### src/rtl/serial_subtractor.sv
// serial_subtractor: bit-serial i0 - i1 - bin, LSB first, start/done handshake; ports clk, rst_n, start, i0, i1, bin -> busy, done, diff, borrow
module serial_subtractor #(
  parameter int WIDTH = 8
) (
  input  logic             clk,
  input  logic             rst_n,
  input  logic             start,
  input  logic [WIDTH-1:0] i0,
  input  logic [WIDTH-1:0] i1,
  input  logic             bin,
  output logic             busy,
  output logic             done,
  output logic [WIDTH-1:0] diff,
  output logic             borrow
);
  localparam int CW = $clog2(WIDTH);
  localparam logic [1:0] IDLE = 2'd0;
  localparam logic [1:0] RUN  = 2'd1;
  localparam logic [1:0] DONE = 2'd2;
  localparam logic [CW-1:0] LAST = CW'(WIDTH - 1);
  logic [1:0]       state;
  logic [WIDTH-1:0] a, b, res, res_n;
  logic [CW-1:0]    cnt;
  logic             br, d, br_n;
  always_comb begin
    d     = a[0] ^ b[0] ^ br;
    br_n  = (~a[0] & b[0]) | (~(a[0] ^ b[0]) & br);
    res_n = {d, res[WIDTH-1:1]};
  end
  assign busy = state == RUN;
  assign done = state == DONE;
  always_ff @(posedge clk or negedge rst_n) begin
    if (!rst_n) begin
      state  <= IDLE;
      a      <= '0;
      b      <= '0;
      res    <= '0;
      br     <= 1'b0;
      cnt    <= '0;
      diff   <= '0;
      borrow <= 1'b0;
    end else if (state == RUN) begin
      a   <= a >> 1;
      b   <= b >> 1;
      res <= res_n;
      br  <= br_n;
      cnt <= cnt + 1'b1;
      if (cnt == LAST) begin
        diff   <= res_n;
        borrow <= br_n;
        state  <= DONE;
      end
    end else if (start) begin
      a     <= i0;
      b     <= i1;
      br    <= bin;
      cnt   <= '0;
      state <= RUN;
    end else begin
      state <= IDLE;
    end
  end
endmodule

### config.mk
export PLATFORM = sky130hd
export DESIGN_NAME = serial_subtractor
export DESIGN_NICKNAME = d
export VERILOG_FILES = /design/src/rtl/serial_subtractor.sv
export SDC_FILE = /design/constraint.sdc
export NUM_CORES = 1
export LEC_CHECK = 0
export CAP_MARGIN = 20
export CELL_PAD_IN_SITES_DETAIL_PLACEMENT = 0
export CELL_PAD_IN_SITES_GLOBAL_PLACEMENT = 1
export CORE_MARGIN = 2
export CORE_UTILIZATION = 35
export CTS_CLUSTER_SIZE = 10
export DETAILED_ROUTE_END_ITERATION = 7
export PLACE_DENSITY = 0.76
export SLEW_MARGIN = 15
export SYNTH_ARGS = -nofsm -noshare
export SYNTH_HDL_FRONTEND = slang
export SYNTH_SLANG_ARGS = --single-unit
### constraint.sdc
create_clock -name clk -period 2.71 [get_ports clk]
set_input_delay 0.813 -clock clk [delete_from_list [all_inputs] [get_ports clk]]
set_output_delay 0.813 -clock clk [all_outputs]
set_load 0.005 [all_outputs]
# Word-level counts from Yosys, hierarchy flattened
# Cells that the tools add are included.
[classes] bitwise=7 eq_ne=4 muxes=11 reduce_logical=2 addsub=1
[ops] operator="2-to-1 mux 8 bit" n=4
[ops] operator="2-to-1 mux 3 bit" n=2
[ops] operator="2-to-1 mux 2 bit" n=2
[ops] operator="adder 3 x 1 -> 3 bit, second input constant" n=1
[ops] operator="equality test 3 bit, second input constant" n=1
[ops] operator="2-to-1 mux 1 bit" n=3
[ops] operator="bitwise AND 1 bit" n=2
[ops] operator="equality test 2 x 1 -> 1 bit, second input constant" n=1
[ops] operator="equality test 2 bit, second input constant" n=1
[ops] operator="!= test 2 x 1 -> 1 bit, second input constant" n=1
[ops] operator="inverter 1 bit" n=2
[ops] operator="AND reduction 2 bit" n=1
[ops] operator="nonzero test 2 bit" n=1
[ops] operator="XOR 1 bit" n=2
[ops] operator="OR 1 bit" n=1
[word_totals] input_bits=20 reg_bits=39 word_cells=33

# Depth between registers and ports, before layout
[logic_depth] ltp_word=5 ltp_mapped=5

# Least setup slack after synthesis
# OpenSTA, ideal clock, no wires.
[synth_path] path_kind="input -> register" from="input port start" to="register a[3]" setup_time_ns=0.125 arrival_ns=1.498 n_path_buf=1 t_required_ns=2.585 setup_slack_ns=1.087 path_stages=3 path_cell_list="buf_6 -> mux2_4 -> mux2_4"
[synth_via] elab_chain_len=1
[synth_rtl] item="start: declaration" line_no="7" rtl="input logic start,"
[synth_rtl] item="nonzero test 2 bit (no line)"
[synth_rtl] item="end signal: assignment" line_no="43" rtl="a <= a >> 1;"
[synth_rtl] item="end signal: assignment" line_no="54" rtl="a <= i0;"
[synth_rtl] item="end: declaration" line_no="22" rtl="logic [WIDTH-1:0] a, b, res, res_n;"
# Every way passes these cells.
# A chain may end at the register's enable or synchronous reset.

# Final worst setup path
[layout_path] from="register state[1]" to="output port busy"
[layout_via] elab_chain_len=1
[layout_rtl] item="start: declaration" line_no="21" rtl="logic [1:0] state;"
[layout_rtl] item="start signal: assignment" line_no="34" rtl="state <= IDLE;"
[layout_rtl] item="start signal: assignment" line_no="51" rtl="state <= DONE;"
[layout_rtl] item="start signal: assignment" line_no="58" rtl="state <= RUN;"
[layout_rtl] item="equality test 2 x 1 -> 1 bit" line_no="30" rtl="assign busy = state == RUN;"
[layout_rtl] item="end: declaration" line_no="11" rtl="output logic busy,"
# Every way passes these cells.

==> summary.md <==
| Metric | Value |
|---|---|
| Vias/cell | 4.495 |
| Resized Gates After CTS | 0 |
| Ant diodes | 0 |
| Critical Path AT | 1540 ps |
| Final setup vio count | 0 |
| I/O pin total | 31 |
| Largest stage delay, worst path | 530 ps |
| Gpl congestion | 0.6841 |
| Clock Pin Slew Worst Setup and Hold Paths | 80 ps |
| Final wirelength | 3168 µm |
| Total global-route track usage | 12.78% |
| Period Utilization, post-route | 86.67% |
| Status | finished clean |
| Power per standard cell area | 1110 nW/µm² |
| Seq cells post-synth | 38 |
| Post-DR wirelength/cell | 14.53 µm |
| Worst-margin pin slew | 851.3 ps |
| CTS Root Cell | clkbuf_8 |
| Vias in the first global route | 1123 |
| Total Neg Setup Slack | 0 ps |
| DIE HEIGHT | 75.90 µm |
| Sequential-to-total area share from yosys stat | 52.56% |
| Detail Route Antenna Nets | 0 |
| Clk sinks | 38 |
| Syn Area/Cell | 16.01 µm² |
| Final Hold Fails | 0 |
| CP delay by family, top | buffers and inverters |
| Clk_skew | 2.321 ps |
| Min Hold Slack | 493.7 ps |
| Hold Path Class | reg2reg |
| Max Transition Viols Final | 0 |
| Number of setup buffers added after CTS | 0 |
| Cell leakage power | 1.063 nW |
| Max_cap viols | 0 |
| Yosys cell types | 14 |
| DR DRC count | 0 |
| Insertion delay to the later sink of the worst-skew pair | 290 ps |
| CP Max Fanout | 7 |
| WP data required | 1900 ps |
| Setup crit end kind | primary output |
| Cell Chain, Critical Path | nand2b_1 > inv_2 > clkdlybuf4s50_1 |
| Fill cells | 460 |
| CTS H-tree lvls | 2 |
| Share of cells above drive strength 1 | 39.19% |
| Hold-fix buffers at CTS | 0 |
| Starting density of the core | 35.88% |
| Kind of critical path | reg2out |
| Drt initial violations | 28 |
| Initial antenna violation count | 0 |
| Fmax | 0.4257 GHz |
| Die Area | 5760 µm² |
| RSZ-0062 raised after global routing | false |
| IR drop worst, VDD | 0.0004558 V |
| Number of cell rows | 26 |
| Mapped Cells | 113 |
| CP startpoint kind | register |
| Core Region | 5042 µm² |
| Yosys warning count | 0 |
| Vias | 980 |
| Drt pass-1 iters | 4 |
| Synthesis-to-layout area growth | 26.97% |
| Largest net degree at the start of global routing | 39 |
| CP Buf/Inv Count | 2 |
| Slew HR | 43.25% |
| Period minus WS final | 2349 ps |
| Die width | 75.90 µm |
| CTS tree | yes |
| Synthesized net count | 136 |
| Crit-path slowest cell | clkdlybuf4s50_1 |
| Grt total ovfl | 0 |
| Synth Cell Area | 1809 µm² |
| Inserted Clock Buffers | 5 |
| HPWL after DPL | 2102 µm |
| Clock buffer depth | 2 |
| First-pass GRT wire length | 5375 µm |
| Input/output buffers | 30 |
| Final Net Count | 170 |
## cells by family after synthesis
group	count (synthesis)	synth area share, %
adders and majority gates	3	2.489
buffers and inverters	12	4.287
DFF	38	52.56
muxes	52	38.11
and+or+nand+nor	8	2.559
## sequential cells by signal, summed over array words and instances (netlist names)
name / count
cnt: 3
b: 8
a: 8
br: 1
borrow: 1
state: 2
res: 7
diff: 8
## layout by cell type (no fill, tap or decap), types with 3 or more instances in the layout
cell type        synthesis  layout
mux2_2                  15      15
clkdlybuf4s50_1          0      29
buf_4                    0       3
mux2i_1                  7       7
dfrtp_1                 38      38
inv_1                    5       5
nor2b_1                  3       3
clkbuf_8                 0       5
mux2_4                  30      30
## worst reg2reg max path: stages (launching register included)
cell,delay (ps)
dfrtp_1,400
ha_1,220
ha_1,190
nand3b_1,410
mux2_2,400
## final cells by class
cell class              count  area, µm²  area share, %
flip-flops and latches     38      950.9          41.39
multi-input cells          63      780.7          33.99
repair buffers             33      317.8          13.83
well taps                  70      87.58          3.813
clock buffers               5      68.82          2.996
clock inverters             3      68.82          2.996
inverters                   6      22.52         0.9804
## per-layer routing
layer / routed length, µm / share of wire, % / vias to the layer above / global-route usage (%)
met1: 1443 / 46 / 496 / 16.49
met2: 1500 / 47 / 22 / 19.83
met5: 0 / 0 / - / 0
met4: 71 / 2.2 / 0 / 6.433
li1: - / - / 454 / -
met3: 153 / 4.8 / 8 / 3.307
## Yosys cell counts (all sizes together)
library cell	instances	share of area, %
mux2i	7	3.9
buf	6	3.0
inv	6	1.2
mux2	45	34
dfrtp	38	53
nand3b	1	0.42
nand2b	2	0.69
nor2	2	0.42
nor2b	3	1.0
ha	2	1.4
fa	1	1.1
## path summary, 6_finish.rpt
kind                            startpoint  slack, ps  depth (start not counted)       to
min in group asynchronous            rst_n        620                          1  diff[7]
worst max register to register      cnt[0]        980                          4  diff[0]
max in group asynchronous            rst_n       1560                          1     b[0]
worst min register to register      cnt[0]        490                          1   cnt[0]
worst max-delay path              state[1]        360                          3     busy
worst min-delay path                cnt[0]        490                          1   cnt[0]
## report_power, final
group	total (mW)	switching, mW	internal, mW
clock	0.577	0.208	0.369
sequential	0.970	0.146	0.824
combinational	1.00	0.338	0.666
## through the flow
step | worst slack [ps] | area, µm² | power [mW] | util [%] | cells
after global placement | 409.5 | 2160 | 1.951 | 42.83 | 210
after CTS | 342.8 | 2297 | 2.591 | 45.56 | 218
after global routing | 312.0 | 2297 | 2.713 | 45.56 | 218
final | 361.2 | 2297 | 2.551 | 45.56 | 218
after floorplan | 1087 | 1809 | 1.677 | - | 113
after detailed placement | 388.4 | 2160 | 1.994 | 42.83 | 210
(Power assumes the default switching activity.)
==> edit 1 (same settings) <==
Register the inputs `start`, `i0`, `i1` and `bin` before use, cleared by the reset. The logic sees them one clock later.
--- a/src/rtl/serial_subtractor.sv
+++ b/src/rtl/serial_subtractor.sv
@@ -18,6 +18,26 @@
   localparam logic [1:0] RUN  = 2'd1;
   localparam logic [1:0] DONE = 2'd2;
   localparam logic [CW-1:0] LAST = CW'(WIDTH - 1);
+
+  logic start_q;
+  logic [WIDTH-1:0] i0_q;
+  logic [WIDTH-1:0] i1_q;
+  logic bin_q;
+
+  always_ff @(posedge clk or negedge rst_n) begin
+    if (!rst_n) begin
+      start_q <= '0;
+      i0_q    <= '0;
+      i1_q    <= '0;
+      bin_q   <= '0;
+    end else begin
+      start_q <= start;
+      i0_q    <= i0;
+      i1_q    <= i1;
+      bin_q   <= bin;
+    end
+  end
+
   logic [1:0]       state;
   logic [WIDTH-1:0] a, b, res, res_n;
   logic [CW-1:0]    cnt;
@@ -50,10 +70,10 @@
         borrow <= br_n;
         state  <= DONE;
       end
-    end else if (start) begin
-      a     <= i0;
-      b     <= i1;
-      br    <= bin;
+    end else if (start_q) begin
+      a     <= i0_q;
+      b     <= i1_q;
+      br    <= bin_q;
       cnt   <= '0;
       state <= RUN;
     end else begin
Function: changed (a bounded check fails within 4 cycles, from zero or initial values and one cycle with rst_n low).
==> edit 1 against the original RTL <==
Die area rose by 15%; via count rose by 18%; worst setup slack improved by 0.12 ns; register-to-register slack improved by 0.24 ns; sequential cell count rose by 18; routed wire length fell by 6.0%; highest routed layer unchanged; sequential share of layout area rose by 14 points; total power fell by 1.9%; area after synthesis rose by 16%; design area rose by 10%; maximum frequency rose by 5.2%; clock skew rose by 0.00069 ns.
==> edit 1: results (changes against the original RTL) <==
| Metric | Value |
|---|---|
| CP Max Fanout | 3 (-4) |
| Flop-to-flop setup slack | 1.22 ns (+0.24 ns) |
| Worst ir drop on vdd | 0.380 mV (-17%) |
| Placed Cells incl. Taps | 248 (+18%) |
| Total number of multi-input combinational cells | 81 (+29%) |
| FF-to-FF Start | state[0]$_DFFE_PN0P_ |
| Placed Area | 2450 µm² (+14%) |
| Worst hold path cell count | 2 (+1) |
| Cell count of the worst reg-to-reg path | 3 (-1) |
| Synthesized area per cell | 14.2 µm² (-11%) |
| # port buffers | 30 (unchanged) |
| Signal arrival time at the worst endpoint | 1.42 ns (-0.12 ns) |
| Die Area | 6640 µm² (+15%) |
| Share of layout cells above drive strength 1 | 15.6% (-24 points) |
| Run status | finished, final reports clean |
| Worst min-delay path startpoint | b[4]$_DFFE_PN0P_ |
| Fin crit share | 82.4% (-4.3 points) |
| Portion of the post-synthesis area used by sequential elements | 66.7% (+14 points) |
| Most instantiated cells after synthesis | sky130_fd_sc_hd__dfrtp_1, sky130_fd_sc_hd__nand2_1, sky130_fd_sc_hd__o21ai_0, sky130_fd_sc_hd__mux2i_1, sky130_fd_sc_hd__mux2_2 |
| Largest net degree at the start of global routing | 57 (+46%) |
| Main area contributors after synthesis | sky130_fd_sc_hd__dfrtp_1, sky130_fd_sc_hd__mux2i_1, sky130_fd_sc_hd__mux2_2 |
| Number of fillers in the final layout | 531 (+15%) |
| Number of nets in the finished design | 203 (+19%) |
| Number of design-rule violations left by the first detailed-router iteration | 63 (+130%) |
| Clock network latency to the later pin of the worst-skew pair | 0.30 ns |
| Clock skew after layout | 0.00301 ns (+0.000688 ns) |
| Routed len/inst | 11.7 µm (-20%) |
| Reg2reg end | res[3]$_DFFE_PN0P_ |
| Worst relative slew slack | 54.7% (+11 points) |
| Worst hold slack | 0.486 ns (-0.00734 ns) |
| Fraction of area in multi-input gates | 24.9% (-9.1 points) |
| Inverters | 3 (-3) |
| Static leakage | 1.16 nW (+9.3%) |
| FF+latch area | 1400 µm² (+47%) |
| Number of distinct standard cells referenced by the synthesized netlist | 21 (+7) |
| Number of enable flip-flop cells after synthesis | 0 (unchanged) |
| Synthesized Nets | 171 (+26%) |
| Setup crit end | done |
| Placed wire-length estimate | 1950 µm (-7.4%) |
| Number of sinks handled by clock tree synthesis | 56 (+47%) |
| Wire length of the first global-routing pass | 5330 µm (-0.78%) |
| Number of clock-tree buffers in the layout | 6 (+1) |
-- edit 1: logic make-up (layout without fill, tap and decap cells) --
group	Yosys count	in the layout	synth area share (%)
DFF	56	56	66.7
muxes	32	32	16.5
and+or+nand+nor	27	27	6.61
AOI/OAI and AO/OA	19	19	4.64
buffers and inverters	11	43	3.39
adders and majority gates	3	3	2.14
-- edit 1: power breakdown --
group	internal (mW)	total [mW]	leakage, nW	switching, mW
Combinational	0.475	0.819	0.437	0.344
Clock	0.176	0.416	0.0410	0.240
Sequential	1.12	1.27	0.683	0.152
-- edit 1: worst max-delay path, cell delays in order (launching register included) --
cell                              delay (ns)
sky130_fd_sc_hd__dfrtp_1                0.42
sky130_fd_sc_hd__and2b_1                0.21
sky130_fd_sc_hd__clkdlybuf4s50_1        0.49
-- edit 1: layer usage --
metal	GRT usage (%)	wire length, µm	share of wire [%]	vias up
met2	17.4	1410	47	28
li1	-	-	-	553
met3	4.62	169	5.7	2
met4	3.56	8	0.27	0
met5	0	0	0	-
met1	12.6	1390	47	575
==> edit 2 (config.mk and constraints unchanged) <==
Without the edit above. `WIDTH`: 8 -> 4.
--- a/src/rtl/serial_subtractor.sv
+++ b/src/rtl/serial_subtractor.sv
@@ -1,6 +1,6 @@
 // serial_subtractor: bit-serial i0 - i1 - bin, LSB first, start/done handshake; ports clk, rst_n, start, i0, i1, bin -> busy, done, diff, borrow
 module serial_subtractor #(
-  parameter int WIDTH = 8
+  parameter int WIDTH = 4
 ) (
   input  logic             clk,
   input  logic             rst_n,
Interface: changed (resized diff, i0 and i1); port bits go from 31 to 19. The function was not compared with the original's and may differ.
==> edit 2 against the original RTL <==
Register-to-register slack better by 0.39 ns; highest routed layer is now met3; maximum frequency up 5.2%; sequential cell count down 17; largest power group is now sequential cells; sequential share of layout area up 4.7 points; count of clock-buffer cells in the layout down 1; worst setup slack better by 0.12 ns; total power down 55%; area after synthesis down 50%; routed wire length down 55%; first-iteration DRC count down 96%; hold slack worse by 0.00086 ns; design area down 50%; die area down 48%; critical path type unchanged.
==> edit 2: results (changes against the original RTL) <==
| Metric | Value |
|---|---|
| Clock network latency to the later pin of the worst-skew pair | 0.30 ns |
| Worst setup slack before clock tree synthesis | 0.762 ns (+0.374 ns) |
| Portion of the post-synthesis area used by sequential elements | 58.2% (+5.6 points) |
| Number of setup buffers added after CTS | 0 (unchanged) |
| Static leakage | 0.515 nW (-52%) |
| Min-Delay Endpoint | b[0]$_DFFE_PN0P_ |
| Most instantiated cells after synthesis | sky130_fd_sc_hd__dfrtp_1, sky130_fd_sc_hd__mux2_2, sky130_fd_sc_hd__mux2i_1, sky130_fd_sc_hd__nand2_1, sky130_fd_sc_hd__o21ai_0 |
| Clk slew on worst S/H paths | 0.11 ns (+0.03 ns) |
| Routed wire length | 1420 µm (-55%) |
| Wire length of the first global-routing pass | 2450 µm (-54%) |
| Worst ir drop on vdd | 0.670 mV (+47%) |
| Antenna diode count | 0 (unchanged) |
| DR pass1 iterations | 2 (-2) |
| Biggest registers after layout | a (4), b (4), diff (4) |
| Number of buffers on the longest clock path | 2 (unchanged) |
| Clock root buffer | sky130_fd_sc_hd__clkbuf_4 |
| Worst hold path cell count | 2 (+1) |
| Signal arrival time at the worst endpoint | 1.42 ns (-0.12 ns) |
| Largest net degree at the start of global routing | 24 (-38%) |
| Run status | finished, final reports clean |
| Clock skew after layout | 0.00114 ns (-0.00118 ns) |
| Worst hold slack | 0.493 ns (-0.000856 ns) |
| Flop-to-flop setup slack | 1.37 ns (+0.39 ns) |
| Main area contributors after synthesis | sky130_fd_sc_hd__dfrtp_1, sky130_fd_sc_hd__mux2_2, sky130_fd_sc_hd__mux2i_1 |
| Cell count of the worst reg-to-reg path | 3 (-1) |
| Synthesized Nets | 87 (-36%) |
| Worst min-delay path startpoint | b[1]$_DFFE_PN0P_ |
| Ys async rst share | 100% (unchanged) |
| # port buffers | 18 (-40%) |
| Placed wire-length estimate | 1010 µm (-52%) |
| Number of nets in the finished design | 109 (-36%) |
| Final RePlAce weighted congestion | 0.641 (-6.3%) |
| Worst relative slew slack | 78.5% (+35 points) |
| Via count of the first global-routing pass | 574 (-49%) |
| Total clock buffers created by CTS | 3 (-2) |
| CP Max Fanout | 3 (-4) |
| Total global-route track usage | 11.9% (-0.92 points) |
| Share of layout cells above drive strength 1 | 16.0% (-23 points) |
| Via-to-Cell Ratio | 4.66 (+3.7%) |
| Number of design-rule violations left by the first detailed-router iteration | 1 (-96%) |
| Number of distinct standard cells referenced by the synthesized netlist | 17 (+3) |
| Clock H-tree levels | 1 (-1) |
| Initial antenna violation count | 0 (unchanged) |
| Placed Area | 1110 µm² (-48%) |
| Kind of path behind the tightest hold check | reg -> reg |
| Reg2reg end | diff[2]$_DFFE_PN0P_ |
| Number of warnings printed during yosys synthesis | 0 (unchanged) |
## edit 2: worst max-delay path by stage
stage,start,endpoint,slack [ns],cells after the start
floorplan,state[0]$_DFFE_PN0P_,busy,1.11,3
global placement,start,cnt[0]$_DFFE_PN0P_,0.77,4
detailed placement,start,cnt[0]$_DFFE_PN0P_,0.76,4
CTS,state[1]$_DFFE_PN0P_,busy,0.45,2
global route,state[0]$_DFFE_PN0P_,busy,0.39,2
finish,state[1]$_DFFE_PN0P_,busy,0.48,2
## edit 2: kinds of logic (layout without fill, tap and decap cells)
group | count (synthesis) | after routing | share of synthesized area, %
and+or+nand+nor | 17 | 17 | 8.59
muxes | 16 | 16 | 18.8
AOI/OAI and AO/OA | 10 | 10 | 6.37
DFF | 21 | 21 | 58.2
buffers and inverters | 7 | 28 | 4.43
adders and majority gates | 2 | 2 | 3.60
## edit 2: area by class of cell
type / instances / area (µm²)
Fill cell: 244 / 1310
Sequential cell: 21 / 526
Multi-Input combinational cell: 45 / 338
Timing Repair Buffer: 21 / 203
Tap cell: 30 / 37.5
Clock buffer: 4 / 26.3
Inverter: 3 / 11.3
## edit 2: per-stage QoR
step	utilization (%)	instances
after floorplan	-	73
after global placement	45.4	120
after detailed placement	45.4	120
after CTS	46.5	124
after global routing	46.5	124
final	46.5	124
## edit 2: worst max-delay path: stages, from the launching register on
cell	delay (ns)
sky130_fd_sc_hd__dfrtp_1	0.40
sky130_fd_sc_hd__nor2b_1	0.18
sky130_fd_sc_hd__clkdlybuf4s50_1	0.55
## edit 2: report_power, final
part           internal (mW)  switching (mW)  leakage (nW)  total [mW]
logic                  0.274           0.200         0.240       0.474
clock network         0.0573          0.0897        0.0150       0.147
registers              0.458          0.0724         0.259       0.530
## edit 2: per-layer routing
metal	part of all wire, %	GRT usage (%)	wire [µm]	vias to the layer above
met5	0	0	0	-
met4	0	3.75	0	0
met3	5.3	5.46	75	0
met2	47	19.2	667	15
met1	48	13.8	673	276
li1	-	-	-	287
